[src/rtl/mem_arbiter_pkg.sv]
// Shared types and defaults for the I/D cache to physical-memory arbiter.
package mem_arbiter_pkg;

  localparam int unsigned ADDR_W_DEF = 32;
  localparam int unsigned LINE_W_DEF = 256;
  localparam int unsigned CNT_W      = 16;

  typedef enum logic [1:0] {
    ARB_IDLE,
    ARB_SERVE_I,
    ARB_SERVE_D
  } arb_state_t;

  typedef enum logic {
    GRANT_I,
    GRANT_D
  } grant_t;

  typedef enum logic {
    OP_READ,
    OP_WRITE
  } pmem_op_t;

  function automatic logic [CNT_W-1:0] sat_inc(input logic [CNT_W-1:0] v);
    return (v == '1) ? v : v + 1'b1;
  endfunction

endpackage

[src/rtl/mem_arbiter.sv]
// Two-requester (I-cache, D-cache) arbiter in front of a single cacheline adapter.
// One transaction at a time; ties go to the side not served last.
module mem_arbiter
  import mem_arbiter_pkg::*;
#(
  parameter int unsigned ADDR_W = ADDR_W_DEF,
  parameter int unsigned LINE_W = LINE_W_DEF
) (
  input  logic              clk,
  input  logic              rst,

  input  logic              i_pmem_read,
  input  logic [ADDR_W-1:0] i_pmem_addr,
  output logic [LINE_W-1:0] i_pmem_rdata,
  output logic              i_pmem_resp,

  input  logic              d_pmem_read,
  input  logic              d_pmem_write,
  input  logic [ADDR_W-1:0] d_pmem_addr,
  input  logic [LINE_W-1:0] d_pmem_wdata,
  output logic [LINE_W-1:0] d_pmem_rdata,
  output logic              d_pmem_resp,

  output logic              pmem_read,
  output logic              pmem_write,
  output logic [ADDR_W-1:0] pmem_addr,
  output logic [LINE_W-1:0] pmem_wdata,
  input  logic [LINE_W-1:0] pmem_rdata,
  input  logic              pmem_resp,

  output logic [CNT_W-1:0]  i_grant_cnt,
  output logic [CNT_W-1:0]  d_grant_cnt
);

  arb_state_t        state_q, state_d;
  grant_t            last_grant_q, last_grant_d;
  pmem_op_t          hold_op_q, hold_op_d;
  logic [ADDR_W-1:0] hold_addr_q, hold_addr_d;
  logic [LINE_W-1:0] hold_wdata_q, hold_wdata_d;
  logic [CNT_W-1:0]  i_cnt_q, i_cnt_d;
  logic [CNT_W-1:0]  d_cnt_q, d_cnt_d;

  logic i_pend;
  logic d_pend;
  logic serving;

  assign i_pend  = i_pmem_read;
  assign d_pend  = d_pmem_read | d_pmem_write;
  assign serving = (state_q != ARB_IDLE);

  always_comb begin
    // NOTE: every signal written here gets a default first, so no branch can infer a latch.
    state_d      = state_q;
    last_grant_d = last_grant_q;
    hold_op_d    = hold_op_q;
    hold_addr_d  = hold_addr_q;
    hold_wdata_d = hold_wdata_q;
    i_cnt_d      = i_cnt_q;
    d_cnt_d      = d_cnt_q;
    i_pmem_resp  = 1'b0;
    d_pmem_resp  = 1'b0;

    case (state_q)
      ARB_IDLE: begin
        if (i_pend && (!d_pend || last_grant_q == GRANT_D)) begin
          state_d      = ARB_SERVE_I;
          hold_op_d    = OP_READ;
          hold_addr_d  = i_pmem_addr;
          hold_wdata_d = '0;
        end else if (d_pend) begin
          // A simultaneous D read and write-back: the write-back goes first.
          state_d      = ARB_SERVE_D;
          hold_op_d    = d_pmem_write ? OP_WRITE : OP_READ;
          hold_addr_d  = d_pmem_addr;
          hold_wdata_d = d_pmem_wdata;
        end
      end

      ARB_SERVE_I: begin
        if (pmem_resp) begin
          i_pmem_resp  = 1'b1;
          state_d      = ARB_IDLE;
          last_grant_d = GRANT_I;
          i_cnt_d      = sat_inc(i_cnt_q);
        end
      end

      ARB_SERVE_D: begin
        if (pmem_resp) begin
          d_pmem_resp  = 1'b1;
          state_d      = ARB_IDLE;
          last_grant_d = GRANT_D;
          d_cnt_d      = sat_inc(d_cnt_q);
        end
      end

      default: state_d = ARB_IDLE;
    endcase
  end

  // Memory-side request comes only from the hold registers, never from the live inputs.
  assign pmem_read  = serving && (hold_op_q == OP_READ);
  assign pmem_write = serving && (hold_op_q == OP_WRITE);
  assign pmem_addr  = hold_addr_q;
  assign pmem_wdata = hold_wdata_q;

  assign i_pmem_rdata = (state_q == ARB_SERVE_I) ? pmem_rdata : '0;
  assign d_pmem_rdata = (state_q == ARB_SERVE_D) ? pmem_rdata : '0;

  assign i_grant_cnt = i_cnt_q;
  assign d_grant_cnt = d_cnt_q;

  always_ff @(posedge clk) begin
    // NOTE: non-blocking assignments so every flop samples pre-edge values; the hold
    // registers are reset as well so pmem_addr/pmem_wdata read zero out of reset.
    if (rst) begin
      state_q      <= ARB_IDLE;
      last_grant_q <= GRANT_I;
      hold_op_q    <= OP_READ;
      hold_addr_q  <= '0;
      hold_wdata_q <= '0;
      i_cnt_q      <= '0;
      d_cnt_q      <= '0;
    end else begin
      state_q      <= state_d;
      last_grant_q <= last_grant_d;
      hold_op_q    <= hold_op_d;
      hold_addr_q  <= hold_addr_d;
      hold_wdata_q <= hold_wdata_d;
      i_cnt_q      <= i_cnt_d;
      d_cnt_q      <= d_cnt_d;
    end
  end

endmodule

[config.mk]
export PLATFORM = sky130hd
export DESIGN_NAME = mem_arbiter
export DESIGN_NICKNAME = d
export VERILOG_FILES = /design/src/rtl/mem_arbiter_pkg.sv /design/src/rtl/mem_arbiter.sv
export SDC_FILE = /design/constraint.sdc
export NUM_CORES = 1
export LEC_CHECK = 0
export ABC_AREA = 1
export BUFFER_PORTS_ARGS = -buffer_cell sky130_fd_sc_hd__buf_2
export CAP_MARGIN = 15
export CORE_AREA = 4 4 552 554
export DETAILED_ROUTE_END_ITERATION = 7
export DIE_AREA = 0 0 556 558
export GPL_TIMING_DRIVEN = 0
export PLACE_DENSITY = 0.3
export SETUP_SLACK_MARGIN = 0.1
export SLEW_MARGIN = 25
export SYNTH_ARGS = -nofsm -noshare
export SYNTH_HDL_FRONTEND = slang
export SYNTH_SLANG_ARGS = --single-unit
[constraint.sdc]
create_clock -name clk -period 4.4 [get_ports clk]
set_input_delay 0.22 -clock clk [delete_from_list [all_inputs] [get_ports clk]]
set_output_delay 0.22 -clock clk [all_outputs]
set_load 0.02 [all_outputs]
Word level (Yosys, flattened, before mapping)
Index checks and enable logic that the tools add are counted.
{"block": "totals", "wordCells": 55, "out_inout_bits": 836, "in_bits": 582, "reg_bits": 324}
{"block": "classes", "addsub": 2, "eq_ne": 8, "n_reduce_logical": 15, "n_mux": 19, "bitwise_logic": 4}
{"op": "2-to-1 mux 256 bit", "n": 4}
{"op": "2-to-1 mux 32 bit", "n": 2}
{"op": "adder 16 x 1 -> 16 bit, second input constant", "n": 2}
{"op": "== test 16 bit, second input constant", "n": 2}
{"op": "AND reduction 3 bit", "n": 3}
{"op": "2-to-1 mux 1 bit", "n": 8}
{"op": "2-to-1 mux 2 bit", "n": 3}
{"op": "nonzero test 2 bit", "n": 3}
{"op": "inequality test 2 bit, second input constant", "n": 2}
{"op": "one-hot mux 2 bit (2 select lines)", "n": 1}
{"op": "AND reduction 2 bit", "n": 2}
{"op": "logical AND 1 bit", "n": 3}
{"op": "inequality test 3 bit, second input constant", "n": 1}
{"op": "inverter 1 bit", "n": 3}
{"op": "== test 2 x 1 -> 1 bit, second input constant", "n": 1}
{"op": "== test 2 bit, second input constant", "n": 1}
{"op": "zero test 2 bit", "n": 1}
{"op": "inequality test 2 x 1 -> 1 bit, second input constant", "n": 1}
{"op": "one-hot mux 1 bit (2 select lines)", "n": 1}
{"op": "OR reduction 2 bit", "n": 1}
{"op": "zero test 1 bit", "n": 1}
{"op": "logical OR 1 bit", "n": 1}
{"op": "bitwise OR 1 bit", "n": 1}

Longest topological paths before layout
Gate-level depths: netlist of run 1.
{"block": "depth", "word_depth": 6, "depth_mapped": 10, "depth_no_buf": 10}

Worst setup path before layout of run 1
No wires, ideal clock.
{"block": "synth_timing", "kind": "flip-flop to output port", "startpoint": "register state_q[1]", "endpoint": "output i_pmem_rdata[216]", "n_path_buf": 3, "setup_slack_ns": 2.747, "stages_incl_launch_ff": 8, "arrival_time_ns": 1.433, "t_required_ns": 4.180, "path_cell_list": "dfxtp_1 inv_1 ha_1 clkbuf_1 clkbuf_1 buf_1 nand2_1 inv_1"}
{"block": "synth_between", "elab_chain_len": 2}
{"item": "start: declaration", "line_no": "mem_arbiter.sv:35", "text": "arb_state_t state_q, state_d;"}
{"item": "start signal: assignment", "line_no": "mem_arbiter.sv:125", "text": "state_q <= state_d;"}
{"item": "== test 2 x 1 -> 1 bit", "line_no": "mem_arbiter.sv:107", "text": "assign i_pmem_rdata = (state_q == ARB_SERVE_I) ? pmem_rdata : '0;"}
{"item": "2-to-1 mux 256 bit", "line_no": "mem_arbiter.sv:107"}
{"item": "end: declaration", "line_no": "mem_arbiter.sv:14", "text": "output logic [LINE_W-1:0] i_pmem_rdata,"}
No other way between the ends.

Worst setup path in the final report of run 1
{"block": "layout_timing", "startpoint": "register state_q[1]", "endpoint": "output i_pmem_rdata[228]"}
The elaborated chain is that of the path after synthesis.

==> PnR_summary.wiki, run 1 <==
{| class="wikitable"
! Metric !! Value
|-
| Outcome || finished, final reports clean
|-
| Cell chain of the critical path || inv_1, ha_1, clkbuf_1, clkbuf_1, buf_1, nand2_1, inv_1, buf_2
|-
| Detail-routed via count per cell || 2.962
|-
| DRC violation count after routing || 0
|-
| Final critical-path share of the clock period || 88.88%
|-
| Kind of end point of the critical path || primary output
|-
| Worst hold path endpoint || pmem_wdata[166]$_SDFFE_PP0P_
|-
| Level count of the clock H-tree || 2
|-
| Startpoint of the lowest-slack register-to-register path || last_grant_q$_SDFFE_PP0P_
|-
| Fin Setup TNS || 0 ns
|-
| Placer congestion estimate || 0.9072
|-
| Maximum ir drop on the vdd rail || 0.1984 mV
|-
| RSZ-0062 raised after global routing || no
|-
| Per-instance average area after synthesis || 6.084 sq um
|-
| Areal power density over the cells || 335.6 nW/um^2
|-
| Placement Setup Slack || 0.9188 ns
|-
| Total leakage power || 19.18 nW
|-
| Area growth from synthesis to layout || 99.67%
|-
| Least-Margin Pin Slew || 1.003 ns
|-
| DRT iter0 DRCs || 1251
|-
| Average routed wire per standard cell || 22.30 um
|-
| Via count of the first global-routing pass || 25920
|-
| Mapped Nets || 3352
|-
| Data required time at the worst endpoint || 4.18 ns
|-
| Placed cells || 8141
|-
| Number of register bits inferred by synthesis || 324
|-
| Reg2Reg Setup Slack || 1.66 ns
|-
| Quantity of I/O buffers inserted on ports || 1416
|-
| Yosys top cell by area || dfxtp_1
|-
| Unique masters post-synth || 24
|-
| Worst Clk Skew || 0.03915 ns
|-
| Pins over their slew limit || 0
|-
| Proportion of layout cells with a drive suffix above 1 || 34.53%
|-
| Cell Area, Synth || 16820 sq um
|-
| Total number of vias || 25340
|-
| Overall power || 11.27 mW
|-
| Number of instances in the synthesized netlist || 2765
|-
| Post-DP HPWL || 172.1 mm
|-
| Final Worst Setup Slack || 0.4894 ns
|-
| Dominant cells by area after synthesis || dfxtp_1, nand2_1, inv_1
|-
| Number of CTS-inserted buffers || 43
|-
| Number of iterations in the first detailed-routing pass || 6
|-
| Total grt overflow || 0
|-
| Yosys warns || 0
|-
| Minimum period implied by the final worst setup slack || 3.911 ns
|-
| FF-to-FF path depth || 6
|-
| Cell with the biggest individual delay on the critical path || clkbuf_1
|-
| CP top delay family || buffers and inverters
|-
| Kind of path behind the tightest hold check || input port to flip-flop
|-
| Row Count || 201
|-
| Most common cell after layout, fill and taps aside || buf_2
|-
| Top cell type's share of synthesized area || 38.55%
|-
| Kind of start point of the critical path || flip-flop
|-
| Die Width || 556 um
|-
| Height of the die || 558 um
|-
| Global-route usage over all layers || 11.66%
|-
| IO Pins || 1418
|-
| Hold Violations, Final || 0
|-
| Beginning of the worst hold path || d_pmem_wdata[166]
|-
| Root buffer selected by CTS || clkbuf_16
|-
| Worst Setup Path Type || flip-flop to primary output
|-
| Post-CTS Resized || 0
|-
| Largest fanout of any net on the critical path || 10
|-
| Slew headroom || 33.14%
|-
| Number of antenna violations at the first check in global routing || 126
|-
| Worst skew pair latency || 0.61 ns
|-
| Placed Instance Area || 28910 sq um
|-
| Core Box Area || 299500 sq um
|-
| TritonCTS Sinks || 324
|-
| Final setup violation count || 0
|-
| Cell area after layout || 33590 sq um
|-
| Maximum buffer depth of the clock tree || 3
|-
| Max-cap violations || 0
|-
| Area of the die || 310200 sq um
|-
| Fmax || 255.7 MHz
|-
| First-pass GRT wire length || 243.6 mm
|-
| Clock transition at the registers of the reported paths || 0.06 ns
|-
| Post-CTS setup-driven buffer insertion count || 0
|-
| Arrival @ worst endpoint || 3.69 ns
|-
| Initial cell density of the core || 5.617%
|-
| Buf+Inv Stages, Crit Path || 6
|-
| CTS tree || built
|-
| Non-filler instance count after layout || 8553
|-
| Most used cells in the layout excluding fill and tap cells || buf_2, nand2_1, inv_1, dfxtp_1, dlygate4sd3_1
|-
| Biggest cell delay along the critical path || 0.81 ns
|-
| Net total in the final layout || 5134
|-
| Reg-to-reg critical path endpoint || pmem_addr[20]$_SDFFE_PP0P_
|-
| Largest net degree at the start of global routing || 12
|-
| Register area share after synthesis || 38.55%
|-
| Wire length after detailed routing || 190.7 mm
|-
| Cell depth of the worst min-delay path || 3
|-
| Final antenna-violating net count || 0
|}
## state kept, by name, indices dropped and copies added, names as in the netlist
| name | count |
|---|---|
| pmem_addr | 32 |
| d_grant_cnt | 16 |
| state_q | 2 |
| last_grant_q | 1 |
| hold_op_q | 1 |
| pmem_wdata | 256 |
| i_grant_cnt | 16 |
## through the flow
stage	util, %	hold WS [ns]
floorplan	-	0.3801
global placement	9.636	0.4491
detailed placement	9.651	0.4518
CTS	11.20	0.05980
global route	11.21	0.07008
finish	11.22	0.09911
## synthesized netlist by cell type (all sizes together)
library cell,count
a21oi,316
inv,580
nand3,279
nor2,58
o211ai,32
nor3,2
nand3b,4
o21ai,6
ha,5
nand4,7
xor2,7
dfxtp,324
clkbuf,103
nand2,946
buf,93
xnor2,3
## layer usage
metal | global-route usage (%) | vias to the layer above | wire length (um)
met4 | 4.754 | 0 | 8844
met2 | 22.05 | 1346 | 99210
met5 | 0 | - | 0
met3 | 3.438 | 295 | 15610
met1 | 11.87 | 11780 | 67050
li1 | - | 11910 | -
## where the power goes
group | switching [mW] | internal, mW | total [mW]
registers | 0.165 | 3.23 | 3.40
clock network | 1.51 | 2.21 | 3.72
logic | 2.88 | 1.28 | 4.15
total | 4.56 | 6.72 | 11.3
## worst max path at each step
| stage | start | endpoint | slack [ns] | depth (start not counted) |
|---|---|---|---|---|
| finish | state_q[1]$_SDFFE_PP0P_ | i_pmem_rdata[228] | 0.49 | 8 |
| global route | state_q[0]$_SDFFE_PP0P_ | d_pmem_rdata[227] | 0.16 | 8 |
| global placement | rst | i_grant_cnt[2]$_SDFFE_PP0P_ | 0.73 | 4 |
| detailed placement | state_q[0]$_SDFFE_PP0P_ | d_pmem_rdata[227] | 0.92 | 8 |
| CTS | state_q[0]$_SDFFE_PP0P_ | d_pmem_rdata[227] | 0.17 | 8 |
| floorplan | state_q[1]$_SDFFE_PP0P_ | i_pmem_rdata[216] | 2.75 | 7 |
## area by class of cell
type                       instances  area (sq um)
fill                           35520        265900
sequential                       324          6486
inverter                         580          2177
timing repair buffer            1737         10320
multi-input combinational       1665          7273
antenna                           16         40.04
clock buffer                      62          1249
tap                             3958          4952
buffer                           196         892.1
clock inverter                    15         202.7
## worst register-to-register path: cells and delay by family (launching register included)
| family | cells | cell delay, ns |
|---|---|---|
| buffers and inverters | 3 | 1.34 |
| DFF | 1 | 0.35 |
| AOI/OAI and AO/OA | 3 | 0.97 |
## logic make-up after synthesis
kind of cell             Yosys count  synth area share [%]
adder cells (fa/ha/maj)            5                0.3719
AO/OA/AOI/OAI                    354                 11.10
buffers and inverters            776                 18.21
flip-flops                       324                 38.55
XOR/XNOR                          10                0.5206
AND/OR/NAND/NOR                 1296                 31.24
## repair_timing
| action | in CTS | in global routing |
|---|---|---|
| hold endpoints to repair | 289 | 0 |
| setup endpoints to repair | 0 | 0 |
| hold buffers | 319 | 0 |
(Power assumes the default switching activity.)
==> inputs of run 2 (changes only) <==
ABC_AREA = 0   (was 1)
CORE_AREA = 4 4 553 555   (was 4 4 552 554)
DIE_AREA = 0 0 557 559   (was 0 0 556 558)
==> run 2 against run 1 <==
  * Power increased by 6.0%
  * Largest cell class unchanged
  * Flip-flop and latch count unchanged
  * Critical path depth is 2 lower
==> PnR_summary.wiki, run 2 <==
{| class="wikitable"
! Metric !! Value
|-
| Worst hold margin || 0.08188 ns
|-
| M1 WL || 105.0 mm
|-
| Area of the multi-input gates || 7958 sq um
|-
| Height of the die || 559 um
|-
| DRC violation count after routing || 0
|-
| Startpoint of the lowest-slack register-to-register path || state_q[1]$_SDFFE_PP0P_
|-
| Number of flip-flops under the largest register name || 256
|-
| Mapped Nets || 2419
|-
| Sequential Area || 6486 sq um
|-
| Reg2Reg Setup Slack || 1.21 ns
|-
| Detail-routed via count per cell || 2.950
|-
| Core Box Area || 301500 sq um
|-
| Number of register bits inferred by synthesis || 324
|-
| Top layer used by detailed routing || met5
|-
| FF-to-FF path depth || 7
|-
| Dominant cells by area after synthesis || dfxtp_1, and2_1, a22oi_1
|-
| Ys async rst share || 0%
|-
| RSZ-0062 raised after global routing || no
|-
| Total length of routed met2 wires || 109.1 mm
|-
| Per-instance average area after synthesis || 8.270 sq um
|-
| Number of synthesized flops with an enable pin || 0
|-
| Total leakage power || 15.21 nW
|-
| Average routed wire per standard cell || 33.47 um
|-
| Maximum ir drop on the vdd rail || 0.2656 mV
|-
| Kind of start point of the critical path || flip-flop
|-
| Area of the die || 311400 sq um
|-
| Least-Margin Pin Slew || 1.065 ns
|-
| Proportion of layout cells with a drive suffix above 1 || 42.92%
|-
| Start point of the critical path || state_q[1]$_SDFFE_PP0P_
|-
| Hold buffer count at cts || 320
|-
| Total grt overflow || 0
|-
| Yosys warns || 0
|-
| Yosys top cell by area || dfxtp_1
|-
| Hold Violations, Final || 0
|-
| Most common library cells after synthesis || and2_1, dfxtp_1, nor2_1, a22oi_1, clkbuf_1
|-
| CTS tree || built
|-
| Worst skew pair latency || 0.68 ns
|-
| Fin Setup TNS || 0 ns
|-
| Top cell type's share of synthesized area || 42.81%
|-
| Critical Path End || i_pmem_rdata[122]
|-
| Kind of end point of the critical path || primary output
|-
| Arrival @ worst endpoint || 3.71 ns
|-
| Number of antenna violations at the first check in global routing || 157
|-
| Count of fill cells added during filler insertion || 35270
|-
| Register area share after synthesis || 42.81%
|-
| Most common cell after layout, fill and taps aside || buf_2
|-
| Largest net degree at the start of global routing || 14
|-
| Number of iterations in the first detailed-routing pass || 5
|-
| Reg-to-reg critical path endpoint || pmem_addr[28]$_SDFFE_PP0P_
|-
| Post-CTS Resized || 0
|-
| Kind of path behind the tightest hold check || input port to flip-flop
|-
| Most used cells in the layout excluding fill and tap cells || buf_2, and2_1, dfxtp_1, dlygate4sd3_1, nor2_1
|-
| Global-route usage over all layers || 15.72%
|-
| Worst Setup Path Type || flip-flop to primary output
|-
| Number of CTS-inserted buffers || 43
|-
| Outcome || finished, final reports clean
|-
| Minimum period implied by the final worst setup slack || 3.930 ns
|-
| Data required time at the worst endpoint || 4.18 ns
|-
| Total met3 wirelength after detailed routing || 38.47 mm
|-
| Final critical-path share of the clock period || 89.31%
|-
| First-pass GRT wire length || 305.6 mm
|-
| Maximum buffer depth of the clock tree || 3
|-
| Quantity of I/O buffers inserted on ports || 1416
|-
| Level count of the clock H-tree || 2
|-
| Final antenna-violating net count || 0
|-
| Net total in the final layout || 4205
|-
| Areal power density over the cells || 371.7 nW/um^2
|-
| Row Count || 202
|-
| Via count of the first global-routing pass || 22190
|-
| Slew headroom || 28.54%
|-
| Final Worst Setup Slack || 0.4704 ns
|-
| Placement Setup Slack || 0.9946 ns
|-
| Placer congestion estimate || 0.9285
|-
| DRT iter0 DRCs || 1739
|-
| Post-CTS setup-driven buffer insertion count || 0
|-
| Die Width || 557 um
|-
| Most repeated cell in the gate-level netlist after synthesis || and2_1
|-
| Primary flip-flop cell chosen by synthesis mapping || dfxtp_1
|-
| Area growth from synthesis to layout || 112.2%
|-
| Root buffer selected by CTS || clkbuf_16
|-
| Unique masters post-synth || 50
|-
| Post-DP HPWL || 237.7 mm
|-
| TritonCTS Sinks || 324
|-
| Cell Area, Synth || 15150 sq um
|-
| Pins over their slew limit || 0
|-
| Fmax || 254.5 MHz
|-
| Initial cell density of the core || 5.025%
|-
| Wire length after detailed routing || 257.2 mm
|-
| Number of instances in the synthesized netlist || 1832
|-
| Worst Clk Skew || 0.07497 ns
|-
| Final setup violation count || 0
|-
| Clock transition at the registers of the reported paths || 0.10 ns
|-
| Total number of vias || 22670
|-
| Max-cap violations || 0
|-
| IO Pins || 1418
|-
| Largest fanout of any net on the critical path || 12
|}
## run 2: cell type report
class / count / area share, %
tap: 3978 / 15.48
multi-input combinational: 1334 / 24.75
clock buffer: 59 / 3.627
timing repair buffer: 1741 / 32.32
antenna: 54 / 0.4203
inverter: 10 / 0.1167
sequential: 324 / 20.17
clock inverter: 19 / 0.9573
buffer: 164 / 2.152
## run 2: report_power, final
group / internal (mW) / total, mW / switching [mW]
Clock: 2.24 / 3.91 / 1.67
Combinational: 1.31 / 4.60 / 3.30
Sequential: 3.23 / 3.44 / 0.210
Total: 6.77 / 12.0 / 5.18
## run 2: how the worst min path moves through the flow
| stage | slack (ns) | startpoint | end | cells past startpoint |
|---|---|---|---|---|
| after detailed placement | 0.46 | d_pmem_wdata[11] | pmem_wdata[11]$_SDFFE_PP0P_ | 3 |
| after floorplan | 0.37 | d_pmem_wdata[0] | pmem_wdata[0]$_SDFFE_PP0P_ | 2 |
| final | 0.08 | pmem_resp | last_grant_q$_SDFFE_PP0P_ | 4 |
| after CTS | 0.01 | pmem_resp | last_grant_q$_SDFFE_PP0P_ | 4 |
| after global placement | 0.46 | d_pmem_wdata[153] | pmem_wdata[153]$_SDFFE_PP0P_ | 3 |
| after global routing | 0.07 | pmem_resp | last_grant_q$_SDFFE_PP0P_ | 4 |
## run 2: metrics by stage
stage | power [mW] | cell area, sq um | utilization [%] | instances
floorplan | 5.217 | 15150 | - | 1832
global placement | 7.903 | 27210 | 9.026 | 7226
detailed placement | 7.932 | 27340 | 9.067 | 7231
CTS | 12.26 | 32020 | 10.62 | 7629
global route | 12.58 | 32030 | 10.62 | 7635
finish | 11.95 | 32150 | 10.66 | 7683
## run 2: logic make-up after synthesis
kind of cell	after synthesis	share of synthesized area (%)
fa+ha+maj	5	0.4129
buf+inv	174	4.740
flops	324	42.81
simple gates	975	34.09
compound gates	340	16.90
mux	14	1.049
## run 2: critical path, stage by stage, from the launching register on
cell	delay, ns
dfxtp_1	0.34
inv_1	0.08
ha_1	0.63
clkbuf_2	0.59
clkbuf_1	0.75
and2_1	0.22
buf_2	0.38
## run 2: layer usage
metal / up-vias / GRT usage [%]
li1: 9912 / -
met4: 46 / 2.181
met2: 1434 / 24.00
met1: 11040 / 19.24
met3: 238 / 9.419
met5: - / 0
